`src/rtl/instruction_issue_arbiter.sv`:
```
`default_nettype none
// ============================================================================
//  Module   : instruction_issue_arbiter
//  Purpose  : Round-robin selection of one hazard-free thread head per cycle,
//             dequeue through is_thread_scheduled_mask, and a single-entry
//             issue stage feeding operand fetch, with rollback flush.
//  Options  : ISSUE_STATS_EN - per-thread issue counters on is_issue_count
//             THREAD_NUMB    - thread count (defaults to 8 when not provided)
//  Revision : 1.0 - initial release
// ============================================================================
`ifndef THREAD_NUMB
`define THREAD_NUMB 8
`endif

module instruction_issue_arbiter #(
    parameter int RR_RESET_PTR = 0,
    parameter int STAT_WIDTH   = 32,
    parameter int INSTR_W      = 32,
    localparam int T           = `THREAD_NUMB,
    localparam int TW          = (T > 1) ? $clog2(T) : 1
) (
    input  logic                    clk,
    input  logic                    reset,
    input  logic                    enable,
    input  logic [T-1:0]            ib_instructions_valid,
    input  logic [T*INSTR_W-1:0]    ib_instructions,
    input  logic [T-1:0]            hazard_free_mask,
    input  logic [T-1:0]            rb_valid,
    input  logic                    downstream_ready,
    output logic [T-1:0]            is_thread_scheduled_mask,
    output logic                    is_instr_valid,
    output logic [INSTR_W-1:0]      is_instr,
    output logic [TW-1:0]           is_thread_id,
    output logic [T*STAT_WIDTH-1:0] is_issue_count
);

    logic [TW-1:0]      rr_ptr_q, rr_ptr_d;
    logic               valid_q, valid_d;
    logic [INSTR_W-1:0] instr_q, instr_d;
    logic [TW-1:0]      tid_q, tid_d;

    logic [T-1:0]       w_eligible;
    logic               w_can_load;
    logic               w_found;
    logic [TW-1:0]      w_winner;
    logic [INSTR_W-1:0] w_win_instr;
    logic               w_pop;
    logic               w_flush;

    assign w_eligible = ib_instructions_valid & hazard_free_mask & ~rb_valid;
    // Gated by reset so no dequeue is ever signalled while the block is held in reset.
    assign w_can_load = reset & enable & (~valid_q | downstream_ready);
    assign w_pop      = w_can_load & w_found;
    assign w_flush    = valid_q & rb_valid[tid_q];

    // Round-robin scan starting at rr_ptr with wrap-around; first eligible thread wins.
    always_comb begin
        int idx;
        w_found  = 1'b0;
        w_winner = '0;
        idx      = 0;
        for (int i = 0; i < T; i++) begin
            idx = int'(rr_ptr_q) + i;
            if (idx >= T) begin
                idx = idx - T;
            end
            if (!w_found && w_eligible[TW'(idx)]) begin
                w_found  = 1'b1;
                w_winner = TW'(idx);
            end
        end
    end

    // Select the winning thread's head instruction.
    always_comb begin
        w_win_instr = '0;
        for (int t = 0; t < T; t++) begin
            if (w_winner == TW'(t)) begin
                w_win_instr = ib_instructions[t*INSTR_W +: INSTR_W];
            end
        end
    end

    assign is_thread_scheduled_mask = w_pop ? (T'(1) << w_winner) : '0;

    // Issue-stage next state: a pop loads the stage (and covers any flush or consume of
    // the old entry); otherwise a flush or a downstream consume empties it.
    always_comb begin
        rr_ptr_d = rr_ptr_q;
        valid_d  = valid_q;
        instr_d  = instr_q;
        tid_d    = tid_q;
        if (w_pop) begin
            valid_d  = 1'b1;
            instr_d  = w_win_instr;
            tid_d    = w_winner;
            rr_ptr_d = (w_winner == TW'(T - 1)) ? '0 : w_winner + TW'(1);
        end else if (w_flush || (valid_q && downstream_ready)) begin
            valid_d = 1'b0;
        end
    end

    // Issue-stage and round-robin pointer registers.
    always_ff @(posedge clk or negedge reset) begin
        if (!reset) begin
            rr_ptr_q <= TW'(RR_RESET_PTR);
            valid_q  <= 1'b0;
            instr_q  <= '0;
            tid_q    <= '0;
        end else begin
            rr_ptr_q <= rr_ptr_d;
            valid_q  <= valid_d;
            instr_q  <= instr_d;
            tid_q    <= tid_d;
        end
    end

    assign is_instr_valid = valid_q;
    assign is_instr       = instr_q;
    assign is_thread_id   = tid_q;

`ifdef ISSUE_STATS_EN
    generate
        for (genvar t = 0; t < T; t++) begin : g_stat
            logic [STAT_WIDTH-1:0] cnt_q;
            // Count pops of this thread; wraps naturally and ignores rollback.
            always_ff @(posedge clk or negedge reset) begin
                if (!reset) begin
                    cnt_q <= '0;
                end else if (w_pop && (w_winner == TW'(t))) begin
                    cnt_q <= cnt_q + STAT_WIDTH'(1);
                end
            end
            assign is_issue_count[t*STAT_WIDTH +: STAT_WIDTH] = cnt_q;
        end
    endgenerate
`else
    assign is_issue_count = '0;
`endif

endmodule

`default_nettype wire

```
`config.mk`:
```
export PLATFORM = sky130hd
export DESIGN_NAME = instruction_issue_arbiter
export DESIGN_NICKNAME = d
export VERILOG_FILES = /design/src/rtl/instruction_issue_arbiter.sv
export SDC_FILE = /design/constraint.sdc
export NUM_CORES = 1
export LEC_CHECK = 0
export ABC_AREA = 1
export BUFFER_PORTS_ARGS = -buffer_cell sky130_fd_sc_hd__buf_4
export CAP_MARGIN = 20
export CORE_AREA = 2 2 226 228
export CTS_BUF_LIST = sky130_fd_sc_hd__clkbuf_8
export CTS_CLUSTER_SIZE = 40
export DETAILED_ROUTE_END_ITERATION = 8
export DIE_AREA = 0 0 228 230
export GPL_TIMING_DRIVEN = 1
export PLACE_DENSITY = 0.44
export SLEW_MARGIN = 20
export SYNTH_ARGS = -nofsm -noshare
export SYNTH_HDL_FRONTEND = slang
export SYNTH_SLANG_ARGS = --single-unit
export TNS_END_PERCENT = 1
```
`constraint.sdc`:
```
create_clock -name clk -period 5 [get_ports clk]
set_clock_uncertainty 0.05 [all_clocks]
set_input_delay 0.5 -clock clk [delete_from_list [all_inputs] [get_ports clk]]
set_output_delay 0.5 -clock clk [all_outputs]
set_load 0.01 [all_outputs]
```
==> run metrics <==
status=finished, final reports clean; port bufs=327; crit end category=output pin; Metal-1 WL=~16 mm; die footprint=around 0.052 mm²; wire length on met2=about 17 mm; layout cells sized above 1=0.240; Final #Nets=1932; Post-Layout Cell Count=about 2300; ANT cells=0; root buffer cell=clkbuf_8; post-synth top area share=0.258; Layout area overhead=31.2%; RD Place Congestion=0.867; syn avg cell area=roughly 5.7 µm²; Final HPWL DP=roughly 29 mm; synth top area cells=buf_4 26%, nand2_1 20%, dfrtp_1 13%, inv_1 7.7%, nand3_1 6.8%; fin util=0.201; Avg WL per Cell=between 10 and 15 µm; leading cell type in the layout, fill and taps excluded=nand2_1; register bit count reported by yosys=39; routed wl met3=1.88 mm; vias in the first global route=slightly below 8000; initial antenna violation count=0; Highest Signal Layer=met4; register area share after synthesis=0.128; largest net degree at the start of global routing=53; Post-Place Cells=2305; hold crit path type=input port to async pin; most frequent cells in the layout=402 x nand2_1, 348 x buf_4, 256 x conb_1; Yosys cell types=41; Max-Cap Viols=0; GRT Total Usage=0.123; CP required=about 4.5 ns; final hold vios=0; Main synth FF type=dfrtp_1; number of synthesized flops with an enable pin=0; htree depth=2; later-pin clock latency in the skew report=approximately 0.32 ns; TritonCTS Buffers=5; Iter 0 DRT Violations=a little under 500; Synth area leader=buf_4; CTS tree=done; WS Path Type=register to output pin; Die W=228 µm; yosys warns=0; total grt overflow=0; WP data arrival=4.11 ns; cell count after synthesis=roughly 1300; DR vias=between 8000 and 9000; Worst Setup Start Kind=register; Synth async-reset ratio=1.00; RSZ-0062 raised after global routing=yes; worst rel slew slack=0.525; residual DRC count=0; vias per cell=about 3.6; Top Ports=~580; synthesized area=between 0.007 and 0.008 mm²; final slew viol count=0; CTS max path bufs=2; Row Count=between 80 and 90; CP Max Fanout=20; post-route ant nets=0; First-pass DRT Iterations=5; CORE AREA=around 0.05 mm²; clock slew at reported path FFs=approximately 0.09 ns; min Tclk post-route=about 4.7 ns; Die Ht=230 µm; Peak Freq=roughly 210 MHz; wirelength, routed=between 30 and 40 mm; final critical-path share of the clock period=0.931; hold buffers post-CTS=0; first-pass GRT wire length=around 49 mm; Initial Util=0.153; Fill cells=between 5000 and 6000; setup violators final=0; Num Clock Sinks=39; worst-margin pin slew=0.706 ns
==> path summary, 6_finish.rpt <==
kind | end | slack (ns) | from | cells after the start
max | is_thread_scheduled_mask[4] | 0.34 | rr_ptr_q[1]$_DFFE_PN0P_ | 21
max in group asynchronous | is_thread_id[1]$_DFFE_PN0P_ | 4.23 | reset | 2
max reg2reg | is_instr[0]$_DFFE_PN0P_ | 0.60 | rr_ptr_q[1]$_DFFE_PN0P_ | 23
min in group clk | is_instr[12]$_DFFE_PN0P_ | 0.42 | ib_instructions[236] | 4
min | is_instr[22]$_DFFE_PN0P_ | 0.24 | reset | 2
min reg2reg | is_instr[5]$_DFFE_PN0P_ | 0.43 | is_instr[5]$_DFFE_PN0P_ | 2
==> layer usage <==
layer / vias up / track usage
met5: - / 0
met4: 0 / 0.0259
met3: 19 / 0.0180
met2: 335 / 0.206
met1: 3761 / 0.168
li1: 4201 / -
==> kinds of logic (layout without fill, tap and decap cells) <==
group,count (synthesis),count (layout),share of synthesized area
flip-flops,39,39,0.128
adder cells (fa/ha/maj),7,7,0.0115
other,1,256,0.000491
buffers and inverters,499,540,0.381
AO/OA/AOI/OAI,111,111,0.0848
AND/OR/NAND/NOR,686,686,0.389
XOR/XNOR,3,3,0.00541
==> sequential cells by signal, indices dropped and copies added (netlist names) <==
register        cells
is_instr           32
is_instr_valid      1
is_thread_id        3
rr_ptr_q            3
==> repair_timing <==
action / in CTS / in global routing
buffers inserted: 0 / 1
setup endpoints to repair: 0 / 22
resized for setup: 0 / 3
==> critical path, cell delays in order, from the launching register on <==
cell     delay (ns)
dfrtp_1        0.35
inv_1          0.15
ha_1           0.46
inv_2          0.12
nand3_1        0.13
nand3_1        0.09
nand2_1        0.14
nand3_2        0.13
nor2_4         0.15
nand2_2        0.10
nor2_4         0.14
nand3_1        0.14
o21ai_0        0.11
a211o_1        0.12
o21a_1         0.19
inv_1          0.10
ha_1           0.24
inv_1          0.27
nor2_8         0.07
inv_2          0.33
nor2_1         0.10
buf_4          0.16
==> cell type report <==
type	instances	area (µm²)	area share
Inverter	182	691	0.0690
Clock buffer	5	68.8	0.00687
Multi-Input combinational cell	1063	4720	0.471
Timing Repair Buffer	350	2650	0.265
Sequential cell	39	976	0.0975
Clock inverter	3	63.8	0.00637
Tap cell	672	841	0.0840
==> through the flow <==
step / hold slack, ns / TNS [ns] / worst slack, ns / cell area, µm²
finish: 0.239 / 0 / 0.344 / 10000
global route: 0.287 / -0.0316 / -0.0316 / 10000
floorplan: 0.154 / 0 / 1.25 / 8590
CTS: 0.285 / 0 / 0.0422 / 10000
detailed placement: 0.417 / 0 / 0.308 / 9870
global placement: 0.419 / 0 / 0.455 / 9870
==> synthesized netlist by cell type (2+ instances only) <==
master and count:
o21ai_1 12, nor3_1 4, buf_6 2, nand3_1 104
inv_4 2, nor2_8 2, or2_0 19, dfrtp_1 39
nor2_4 5, inv_1 157, a22o_1 19, ha_1 7
a21oi_1 26, buf_1 6, clkinv_1 7, nand2_1 403
buf_4 262, nor2_1 109, buf_2 24, inv_2 16
nand3_2 2, o21ai_0 46, nand4_1 31, o22ai_1 2
nor4_1 2, clkbuf_1 23
Power is not shown: default switching activity piles up to over one toggle a cycle in this logic, so the estimate is an artifact.
